<file path="src/rtl/prime_candidate_writer_pkg.sv">
`default_nettype none
// ============================================================================
//  Module      : prime_pkg
//  Description : Shared sizing, FSM state encoding and counter helper for the
//                prime candidate writer and primality_test blocks.
//  Revision    : 1.0 - initial release
// ============================================================================
package prime_pkg;

    // Candidate width, RNG word width and the number of words per candidate
    localparam int WIDTH = 512;
    localparam int WORD  = 32;
    localparam int WORDS = WIDTH / WORD;

    // FSM state encoding, kept numerically stable for primality_test
    localparam logic [1:0] IDLE    = 2'd0;
    localparam logic [1:0] COLLECT = 2'd1;
    localparam logic [1:0] CHECK   = 2'd2;
    localparam logic [1:0] WRITE   = 2'd3;

    // Status counters stick at their maximum instead of wrapping
    localparam logic [15:0] COUNT_MAX = 16'hFFFF;

    function automatic logic [15:0] sat_inc16(input logic [15:0] value);
        return (value == COUNT_MAX) ? value : value + 16'd1;
    endfunction

endpackage
`default_nettype wire

</file>
<file path="src/rtl/prime_candidate_writer_if.sv">
`default_nettype none
// ============================================================================
//  Module      : prime_candidate_writer_if
//  Description : RNG input handshake and prime-FIFO write port of the
//                candidate writer. master = writer side, slave = environment.
//  Revision    : 1.0 - initial release
// ============================================================================
interface prime_candidate_writer_if #(
    parameter int WIDTH = prime_pkg::WIDTH,
    parameter int WORD  = prime_pkg::WORD
) ();

    // RNG word stream
    logic [WORD-1:0]  rng_data;
    logic             rng_valid;
    logic             rng_ready;

    // Prime FIFO write port
    logic [WIDTH-1:0] fifo_din;
    logic             fifo_wr_en;
    logic             fifo_full;

    modport master (
        input  rng_data,
        input  rng_valid,
        output rng_ready,
        output fifo_din,
        output fifo_wr_en,
        input  fifo_full
    );

    modport slave (
        output rng_data,
        output rng_valid,
        input  rng_ready,
        input  fifo_din,
        input  fifo_wr_en,
        output fifo_full
    );

endinterface
`default_nettype wire

</file>
<file path="src/rtl/prime_candidate_writer_small_residue.sv">
`default_nettype none
// ============================================================================
//  Module      : small_residue
//  Description : Combinational mod-3 and mod-5 of one RNG word. Because
//                16 = 1 (mod 3) and 16 = 1 (mod 5), the word is congruent to
//                the plain sum of its nibbles for both moduli, so only a
//                small-operand reduction remains.
//  Revision    : 1.0 - initial release
// ============================================================================
module small_residue #(
    parameter int WORD = prime_pkg::WORD
) (
    input  logic [WORD-1:0] i_word,
    output logic [1:0]      o_mod3,
    output logic [2:0]      o_mod5
);

    localparam int c_NIBBLES = WORD / 4;
    localparam int c_SUM_W   = $clog2(15 * c_NIBBLES + 1);

    logic [c_SUM_W-1:0] w_sum;

    // Sum of all nibbles; shares both residues with the original word
    always_comb begin
        w_sum = '0;
        for (int i = 0; i < c_NIBBLES; i++) begin
            w_sum = w_sum + c_SUM_W'(i_word[i*4 +: 4]);
        end
    end

    assign o_mod3 = 2'(w_sum % c_SUM_W'(3));
    assign o_mod5 = 3'(w_sum % c_SUM_W'(5));

endmodule
`default_nettype wire

</file>
<file path="src/rtl/prime_candidate_writer.sv">
`default_nettype none
// ============================================================================
//  Module      : prime_candidate_writer
//  Description : Assembles WIDTH-bit odd, top-bit-set candidates from a
//                stream of RNG words, drops those divisible by 3 or 5 and
//                writes the survivors into the prime FIFO.
//  Revision    : 1.0 - initial release
// ============================================================================
module prime_candidate_writer #(
    parameter int WIDTH = prime_pkg::WIDTH,
    parameter int WORD  = prime_pkg::WORD
) (
    input  logic                     aclk,
    input  logic                     areset,
    input  logic                     enable,
    prime_candidate_writer_if.master bus,
    output logic [15:0]              cand_count,
    output logic [15:0]              reject_count
);

    import prime_pkg::IDLE;
    import prime_pkg::COLLECT;
    import prime_pkg::CHECK;
    import prime_pkg::WRITE;
    import prime_pkg::sat_inc16;

    localparam int                  c_WORDS    = WIDTH / WORD;
    localparam int                  c_IDX_W    = (c_WORDS > 1) ? $clog2(c_WORDS) : 1;
    localparam logic [c_IDX_W-1:0]  c_LAST_IDX = c_IDX_W'(c_WORDS - 1);
    localparam logic [WORD-1:0]     c_LSB_SET  = WORD'(1);
    localparam logic [WORD-1:0]     c_MSB_SET  = {1'b1, {(WORD-1){1'b0}}};

    // ------------------------------------------------------------------
    // State
    // ------------------------------------------------------------------
    logic [1:0]         r_state;
    logic [c_IDX_W-1:0] r_idx;
    logic [1:0]         r_r3;
    logic [2:0]         r_r5;
    logic [WIDTH-1:0]   r_cand;       // candidate under assembly
    logic [WIDTH-1:0]   r_din;        // last completed, accepted candidate
    logic [15:0]        r_cand_cnt;
    logic [15:0]        r_rej_cnt;

    logic               w_rng_ready;
    logic               w_accept;
    logic               w_last_word;
    logic [WORD-1:0]    w_forced;
    logic [1:0]         w_mod3;
    logic [2:0]         w_mod5;
    logic [2:0]         w_r3_sum;
    logic [3:0]         w_r5_sum;
    logic [1:0]         w_r3_next;
    logic [2:0]         w_r5_next;
    logic               w_reject;
    logic               w_write;
    logic               w_done;
    logic               w_start;

    // ------------------------------------------------------------------
    // Handshake and control decode
    // ------------------------------------------------------------------
    // Reset masks the handshake and the strobe so nothing transfers in a
    // cycle that is about to be wiped.
    assign w_rng_ready = (r_state == COLLECT) & ~areset;
    assign w_accept    = w_rng_ready & bus.rng_valid;
    assign w_last_word = (r_idx == c_LAST_IDX);
    assign w_reject    = (r_state == CHECK) & ((r_r3 == 2'd0) | (r_r5 == 3'd0));
    assign w_write     = (r_state == WRITE) & ~bus.fifo_full & ~areset;
    assign w_done      = w_reject | w_write;
    assign w_start     = enable & ((r_state == IDLE) | w_done);

    // Force the candidate odd (word 0) and full-width (top word)
    always_comb begin
        w_forced = bus.rng_data;
        if (r_idx == '0) begin
            w_forced = w_forced | c_LSB_SET;
        end
        if (w_last_word) begin
            w_forced = w_forced | c_MSB_SET;
        end
    end

    small_residue #(
        .WORD   (WORD)
    ) u_small_residue (
        .i_word (w_forced),
        .o_mod3 (w_mod3),
        .o_mod5 (w_mod5)
    );

    // Running residues: 2^WORD = 1 mod 3 and mod 5, so the residue of the
    // whole candidate is the residue of the sum of its words.
    assign w_r3_sum  = {1'b0, r_r3} + {1'b0, w_mod3};
    assign w_r5_sum  = {1'b0, r_r5} + {1'b0, w_mod5};
    assign w_r3_next = (w_r3_sum >= 3'd3) ? 2'(w_r3_sum - 3'd3) : w_r3_sum[1:0];
    assign w_r5_next = (w_r5_sum >= 4'd5) ? 3'(w_r5_sum - 4'd5) : w_r5_sum[2:0];

    // ------------------------------------------------------------------
    // FSM: IDLE -> COLLECT -> CHECK -> (WRITE) -> COLLECT/IDLE
    // ------------------------------------------------------------------
    // Next-state register; enable only matters in IDLE and on completion
    always_ff @(posedge aclk) begin
        if (areset) begin
            r_state <= IDLE;
        end else begin
            case (r_state)
                IDLE: begin
                    if (enable) begin
                        r_state <= COLLECT;
                    end
                end
                COLLECT: begin
                    if (w_accept && w_last_word) begin
                        r_state <= CHECK;
                    end
                end
                CHECK: begin
                    if (w_reject) begin
                        r_state <= enable ? COLLECT : IDLE;
                    end else begin
                        r_state <= WRITE;
                    end
                end
                WRITE: begin
                    if (w_write) begin
                        r_state <= enable ? COLLECT : IDLE;
                    end
                end
                default: begin
                    r_state <= IDLE;
                end
            endcase
        end
    end

    // Word index and residues: cleared when a new candidate starts,
    // advanced on each accepted word
    always_ff @(posedge aclk) begin
        if (areset) begin
            r_idx <= '0;
            r_r3  <= 2'd0;
            r_r5  <= 3'd0;
        end else if (w_start) begin
            r_idx <= '0;
            r_r3  <= 2'd0;
            r_r5  <= 3'd0;
        end else if (w_accept) begin
            r_r3  <= w_r3_next;
            r_r5  <= w_r5_next;
            r_idx <= w_last_word ? '0 : r_idx + 1'b1;
        end
    end

    // Candidate assembly register, written one word slot at a time
    always_ff @(posedge aclk) begin
        if (areset) begin
            r_cand <= '0;
        end else if (w_accept) begin
            for (int i = 0; i < c_WORDS; i++) begin
                if (r_idx == c_IDX_W'(i)) begin
                    r_cand[i*WORD +: WORD] <= w_forced;
                end
            end
        end
    end

    // Output holding register: only a complete candidate that survived the
    // sieve is copied here, so fifo_din never shows a partial value
    always_ff @(posedge aclk) begin
        if (areset) begin
            r_din <= '0;
        end else if ((r_state == CHECK) && !w_reject) begin
            r_din <= r_cand;
        end
    end

    // Saturating written / rejected counters
    always_ff @(posedge aclk) begin
        if (areset) begin
            r_cand_cnt <= 16'd0;
            r_rej_cnt  <= 16'd0;
        end else begin
            if (w_reject) begin
                r_rej_cnt <= sat_inc16(r_rej_cnt);
            end
            if (w_write) begin
                r_cand_cnt <= sat_inc16(r_cand_cnt);
            end
        end
    end

    // ------------------------------------------------------------------
    // Outputs
    // ------------------------------------------------------------------
    assign bus.rng_ready  = w_rng_ready;
    assign bus.fifo_wr_en = w_write;
    assign bus.fifo_din   = r_din;
    assign cand_count     = r_cand_cnt;
    assign reject_count   = r_rej_cnt;

endmodule
`default_nettype wire

</file>
<file path="src/flat_wrapper.sv">
// flat-port wrapper written by rule: the top's interface ports become plain ports
module prime_candidate_writer_flat import prime_pkg::IDLE; import prime_pkg::COLLECT; import prime_pkg::CHECK; import prime_pkg::WRITE; import prime_pkg::sat_inc16;
#(
    parameter int WIDTH = prime_pkg::WIDTH,
    parameter int WORD  = prime_pkg::WORD
)
  (aclk, areset, enable, cand_count, reject_count, bus_rng_data, bus_rng_valid, bus_rng_ready, bus_fifo_din, bus_fifo_wr_en, bus_fifo_full);
  prime_candidate_writer_if #(.WIDTH(WIDTH), .WORD(WORD)) bus_i ();
  input  logic aclk;
  input  logic areset;
  input  logic enable;
  output logic [15:0] cand_count;
  output logic [15:0] reject_count;
  input wire logic [$bits(bus_i.rng_data)-1:0] bus_rng_data;
  input wire logic [$bits(bus_i.rng_valid)-1:0] bus_rng_valid;
  output wire logic [$bits(bus_i.rng_ready)-1:0] bus_rng_ready;
  output wire logic [$bits(bus_i.fifo_din)-1:0] bus_fifo_din;
  output wire logic [$bits(bus_i.fifo_wr_en)-1:0] bus_fifo_wr_en;
  input wire logic [$bits(bus_i.fifo_full)-1:0] bus_fifo_full;
  assign bus_i.rng_data = bus_rng_data;
  assign bus_i.rng_valid = bus_rng_valid;
  assign bus_rng_ready = bus_i.rng_ready;
  assign bus_fifo_din = bus_i.fifo_din;
  assign bus_fifo_wr_en = bus_i.fifo_wr_en;
  assign bus_i.fifo_full = bus_fifo_full;
  prime_candidate_writer #(.WIDTH(WIDTH), .WORD(WORD)) u_core (.aclk(aclk), .areset(areset), .enable(enable), .bus(bus_i), .cand_count(cand_count), .reject_count(reject_count));
endmodule
</file>
<file path="config.mk">
export PLATFORM = sky130hd
export DESIGN_NAME = prime_candidate_writer_flat
export DESIGN_NICKNAME = d
export VERILOG_FILES = /design/src/rtl/prime_candidate_writer_pkg.sv /design/src/rtl/prime_candidate_writer_if.sv /design/src/rtl/prime_candidate_writer_small_residue.sv /design/src/rtl/prime_candidate_writer.sv /design/src/flat_wrapper.sv
export SDC_FILE = /design/constraint.sdc
export NUM_CORES = 2
export LEC_CHECK = 0
export CORE_ASPECT_RATIO = 0.9
export CORE_MARGIN = 2
export CORE_UTILIZATION = 49
export DETAILED_ROUTE_END_ITERATION = 7
export MAX_ROUTING_LAYER = met4
export PLACE_DENSITY_LB_ADDON = 0.15
export SLEW_MARGIN = 15
export SYNTH_ARGS = -nofsm -noshare
export SYNTH_HDL_FRONTEND = slang
export SYNTH_SLANG_ARGS = --single-unit
</file>
<file path="constraint.sdc">
create_clock -name aclk -period 10.7 [get_ports aclk]
set_input_delay 2.14 -clock aclk [delete_from_list [all_inputs] [get_ports aclk]]
set_output_delay 2.14 -clock aclk [all_outputs]
set_load 0.03 [all_outputs]
</file>
Word level (Yosys, flattened, before mapping). Cells that the tools add are included.

Register bits: 1067. Input port bits: 37. Output and inout port bits: 546. Word-level logic and storage cells: 115.

$add $sub $neg: 14. Div/mod/pow operators: 2. $lt $le $gt $ge: 2. Equal/unequal tests: 23. Muxes and demuxes: 11. Bitwise gates (word level): 13. Reductions and logical operators: 27.

Operators by type and width (count): 2-bit AND reduction (18); 16-bit by 1-bit adder with 16-bit output (second input constant) (2); 16-bit equality test (second input constant) (2); 4-bit equality test (second input constant) (8); 32-bit two-way mux (1); 7-bit by 4-bit adder with 7-bit output (4); 4-bit by 3-bit equality test with 1-bit output (second input constant) (4); 2-bit two-way mux (5); 4-bit by 2-bit equality test with 1-bit output (second input constant) (2); 2-bit one-hot mux with 4 select lines (1); 6-bit by 4-bit adder with 7-bit output (1); 7-bit by 2-bit modulo with 7-bit output (second input constant) (1); 7-bit by 3-bit modulo with 7-bit output (second input constant) (1); 5-bit by 4-bit adder with 6-bit output (1); 1-bit AND (6); 4-bit by 4-bit adder with 5-bit output (1); 3-bit by 3-bit adder with 4-bit output (1); 4-bit by 1-bit adder with 4-bit output (second input constant) (1); 2-bit equality test (second input constant) (2); 4-bit by 1-bit equality test with 1-bit output (second input constant) (1); 4-bit by 3-bit >= comparator with 1-bit output (second input constant) (1); 2-bit logical NOT (2); 4-bit logical NOT (1); 4-bit two-way mux (1); 16 further kinds (24).

Longest topological paths before layout.
Depth after elaboration: 14. Gate-level depth with buffers: 38. Depth with buffers taken out: 35.

By module. Synthesis repeated with hierarchy kept, for this count alone.

Cells, all modules: 5031. Area total of the unflattened synthesis: 39285.2 sq um.

By module, submodules not included: prime_candidate_writer (times used 1, cells an instance 4770, area each 37300.8 sq um, sequential area each 21360.5 sq um); small_residue (times used 1, cells an instance 261, area each 1984.4 sq um, sequential area each 0.0 sq um).

Least setup slack after synthesis. No wires, ideal clock.

Kind: input port to flip-flop. Start: input port bus_rng_data[2]. End: register u_core.r_r5[2]. Setup time: 86 ps. Arrival time: 10361 ps. Required time: 10614 ps. Path slack: 253 ps. Stages: 36. Path buffers: 4. Cell sequence: clkbuf_1 -> clkbuf_1 -> inv_1 -> fa_1 -> inv_1 -> fa_1 -> fa_1 -> fa_1 -> ha_1 -> inv_1 -> fa_1 -> buf_2 -> a2bb2oi_1 -> o21a_1 -> buf_2 -> nor3_1 -> o21ai_0 -> o221ai_1 -> inv_1 -> ha_1 -> inv_1 -> o311ai_0 -> a222oi_1 -> or4_4 -> a221o_1 -> o21a_1 -> ha_1 -> inv_1 -> fa_1 -> ha_1 -> nand2b_1 -> a221o_1 -> a221o_1 -> nor2b_1 -> xnor2_1 -> a211oi_1.

Longest elaborated chain between the ends: 12. Elaborated cells on any way between the ends: 13. Those cells by class: add/sub: 9; div: 1; order compare: 1; mux: 2.

RTL lines: start, declared (RTL line flat_wrapper.sv:14) `input wire logic [$bits(bus_i.rng_data)-1:0] bus_rng_data;`; 32-bit two-way mux * (RTL line prime_candidate_writer.sv:79) `if (w_last_word) begin`; 4-bit by 4-bit adder with 5-bit output * (RTL line prime_candidate_writer_small_residue.sv:27) `w_sum = w_sum + c_SUM_W'(i_word[i*4 +: 4]);`; 5-bit by 4-bit adder with 6-bit output * (RTL line prime_candidate_writer_small_residue.sv:27); 6-bit by 4-bit adder with 7-bit output * (RTL line prime_candidate_writer_small_residue.sv:27); 7-bit by 4-bit adder with 7-bit output * (4 in a row) (RTL line prime_candidate_writer_small_residue.sv:27); 7-bit by 3-bit modulo with 7-bit output * (RTL line prime_candidate_writer_small_residue.sv:32) `assign o_mod5 = 3'(w_sum % c_SUM_W'(5));`; 3-bit by 3-bit adder with 4-bit output * (RTL line prime_candidate_writer.sv:95) `assign w_r5_sum = {1'b0, r_r5} + {1'b0, w_mod5};`; 4-bit by 3-bit >= comparator with 1-bit output / 3-bit subtractor (equally long branches) (RTL line prime_candidate_writer.sv:97) `assign w_r5_next = (w_r5_sum >= 4'd5) ? 3'(w_r5_sum - 4'd5) : w_r5_sum[2:0];`; 3-bit two-way mux * (RTL line prime_candidate_writer.sv:97); end signal, assigned (RTL line prime_candidate_writer.sv:150) `r_r5 <= w_r5_next;`; end, declared (RTL line prime_candidate_writer.sv:39) `logic [2:0] r_r5;`.

Mark *: on every way between the ends. The rest lies on a longest branch, timed or not. A chain may end at the register's enable or synchronous reset.

Worst setup path in the final report. Ends and elaborated chain as after synthesis.

==> results by group <==
STA
  • Slew HR: approximately a quarter
  • Final Skew: 39.0 ps
  • Slew Limit Fails: 0
  • Endpoints failing setup: 0
  • Unrepaired setup endpoints after global routing: no
  • Fin crit period: slightly above 10000 ps
  • PnR worst setup slack: 492 ps
  • Slew @ Worst Pin: about 1100 ps
  • Setup TNS: 0 ps
  • Max Freq: just under 100 MHz
  • Fin. Hold Viols: 0
  • Final hold slack: roughly 430 ps
  • Final Cycle Share: between 90 and 100%

Die
  • Die width: approximately 300 um
  • Die height: 272 um
  • Die area: just over 0.08 mm2
  • Core ar.: 0.0792 mm2
  • Initial core utilization: between 40% and 50%
  • I/O pin count: between 500 and 600
  • Row cnt: 98

Run
  • MaxCap Viol Count: 0

Setup path
  • Critical Path Max Stage Delay: slightly above 600 ps
  • Slowest CP cell: fa_1
  • Crit path from: bus_rng_data[2]
  • Crit start category: input port
  • RR Endpoint: u_core.r_r5[2]$_SDFFE_PP0P_
  • Worst path arrival time: approximately 11000 ps
  • CP Max Fanout: 9
  • R2r setup slk: ~1700 ps
  • CP endpoint: u_core.r_r5[2]$_SDFFE_PP0P_
  • Critical Path End Type: register
  • Worst Reg-to-Reg Cells: 32
  • CP required: about 11000 ps
  • Reg-to-reg startpoint: u_core.r_idx[0]$_SDFFE_PP0P_
  • Setup CP Type: input port to register

Power
  • Worst vdd ir: 0.335 mV
  • Pleak: between 15 and 20 nW
  • P per Cell Area: ~230 mW/mm2
  • Total Power: 11.3 mW

Clock tree
  • Clock slew at reported path FFs: 60 ps
  • H-tree levels: 3
  • Post-cts resize count: 0
  • CTS Hold Bufs: 0
  • Clk_lat worst skew: 690 ps
  • CTS tree: yes
  • Number of CTS-inserted buffers: roughly 110
  • Clock sink total: between 1000 and 1500
  • Clock Path Buffers: 3
  • Post-CTS Setup Repair Bufs: 0
  • Root buf cell: clkbuf_16

Logic synthesis
  • Async set-or-reset flop fraction in the synthesized netlist: 0%
  • Top cell type's share of synthesized area: 54.7%
  • Syn Inst Count: 5027
  • Distinct cells, synth: 64
  • Yosys warns: 0
  • Ys flop type: dfxtp_1
  • Top-count cell post-synth: nand2_1
  • Post-synth EDFFs: 0
  • Share of the yosys chip area belonging to registers: ~55%
  • Synth area leader: dfxtp_1
  • Commonest cells post-synth: nand2_1, dfxtp_1, a21oi_1, clkbuf_1, nor2_1
  • Netlist Area Pre-Place: 0.0391 mm2
  • Mapped Nets: 5115
  • Synth Register Bits: roughly 1100
  • Top cells by area, synth: dfxtp_1, nand2_1, a21oi_1
  • Avg Inst Size Synth: just under 8 um2

Detailed routing
  • Total number of vias: around 35000
  • Drt first-iter violations: 3839
  • WL per Instance: about 21 um
  • Via-to-Cell Ratio: 5.43
  • Drt drc: 0
  • Number of routed nets with antenna violations: 0
  • WL final: about 130 mm
  • First-pass iteration count of the detailed router: 6

Placed design
  • Hpwl dp: a little over 80 mm
  • Pre-CTS setup slack: -84.4 ps
  • GPL Wtd Cong: about 0.86
  • Placed Area: 0.0453 mm2
  • I/O Buffers: around 580

Finish
  • Share of layout cells above drive strength 1: under 10%
  • Post-Layout Inst Area: about 0.049 mm2
  • Area delta synth->final: 25.5%
  • Layout filler cell count: 7225
  • Fin nets: around 5500

GRT
  • Congestion Overflow GR: 0
  • Global-route wire length before repair: slightly below 200 mm
  • Antenna violations before repair: 6
  • Largest net degree at the start of global routing: 225
  • Vias in the first global route: around 32000
  • GRT Total Usage: 32.5%

Min path
  • Min-Delay Path Class: register to register

Outcome
  • Status: complete, no violations
cell usage in the layout (no fill, tap or decap), types with 36 or more instances in the layout:
master / count
a21oi_1: 1021
dfxtp_1: 1067
buf_4: 85
nand2_1: 2030
clkbuf_16: 106
a211oi_1: 36
inv_1: 73
clkdlybuf4s50_1: 551
nor2_1: 90
state kept, by name (all words and copies together), names as in the netlist:
register and count:
u_core.bus.fifo_din 512, u_core.r_cand 512, u_core.cand_count 16, u_core.reject_count 16
u_core.r_idx 4, u_core.r_r5 3, u_core.r_r3 2, u_core.r_state 2
cell families (layout without fill, tap and decap cells):
kind of cell	Yosys count	in the layout	share of synthesized area (%)
AND/OR/NAND/NOR	2244	2244	22.2
multiplexers	6	6	0.170
adder cells (fa/ha/maj)	51	51	2.11
flip-flops	1067	1067	54.7
other	0	4	0
AO/OA/AOI/OAI	1143	1143	15.4
buffers and inverters	483	938	4.70
XOR/XNOR	33	33	0.740
through the flow:
| stage | std cells | util [%] |
|---|---|---|
| after global routing | 6536 | 61.9 |
| after floorplan | 5027 | - |
| after global placement | 6338 | 57.2 |
| after CTS | 6532 | 61.9 |
| final | 6536 | 61.9 |
| after detailed placement | 6338 | 57.2 |
per-layer routing:
| metal | wire, um | up-vias | GRT usage, % | part of all wire (%) |
|---|---|---|---|---|
| met5 | 0 | - | - | 0 |
| met4 | 6040 | 0 | 14.2 | 4.5 |
| met3 | 11600 | 281 | 5.91 | 8.6 |
| met2 | 60900 | 1405 | 47.9 | 45 |
| met1 | 56200 | 16873 | 43.7 | 42 |
| li1 | - | 16929 | - | - |
worst max-delay path, delay by kind of cell:
family	cells	cell delay [ps]
AO/OA/AOI/OAI	9	2440
AND/OR/NAND/NOR	5	1210
XOR/XNOR	2	330
buffers and inverters	7	530
adder cells (fa/ha/maj)	10	4120
power breakdown:
part           internal [mW]  leakage [nW]  switching (mW)
sequential              3.98          8.59         0.00757
clock                   2.28          1.83            1.61
combinational           1.39          5.74            2.01
final cells by class:
| type | instances | area (um2) | area share, % |
|---|---|---|---|
| sequential | 1067 | 21400 | 43.6 |
| multi-input combinational | 3477 | 16000 | 32.6 |
| timing repair buffer | 671 | 6400 | 13.0 |
| clock buffer | 153 | 3130 | 6.38 |
| tap | 1050 | 1310 | 2.68 |
| clock inverter | 41 | 573 | 1.17 |
| inverter | 73 | 274 | 0.559 |
| antenna | 4 | 10.0 | 0.0204 |
worst min path at each step:
stage                                             to                       startpoint  depth (start not counted)  slack (ps)
2_1_floorplan  u_core.bus.fifo_din[349]$_SDFFE_PP0P_  u_core.r_cand[349]$_SDFFE_PP0P_                          2         430
3_3_place_gp   u_core.bus.fifo_din[347]$_SDFFE_PP0P_  u_core.r_cand[347]$_SDFFE_PP0P_                          2         440
3_5_place_dp   u_core.bus.fifo_din[147]$_SDFFE_PP0P_  u_core.r_cand[147]$_SDFFE_PP0P_                          2         440
4_1_cts        u_core.bus.fifo_din[122]$_SDFFE_PP0P_  u_core.r_cand[122]$_SDFFE_PP0P_                          2         430
5_1_grt        u_core.bus.fifo_din[458]$_SDFFE_PP0P_  u_core.r_cand[458]$_SDFFE_PP0P_                          2         450
6_report        u_core.bus.fifo_din[42]$_SDFFE_PP0P_   u_core.r_cand[42]$_SDFFE_PP0P_                          2         430
Power figures use the tool's default switching activity.
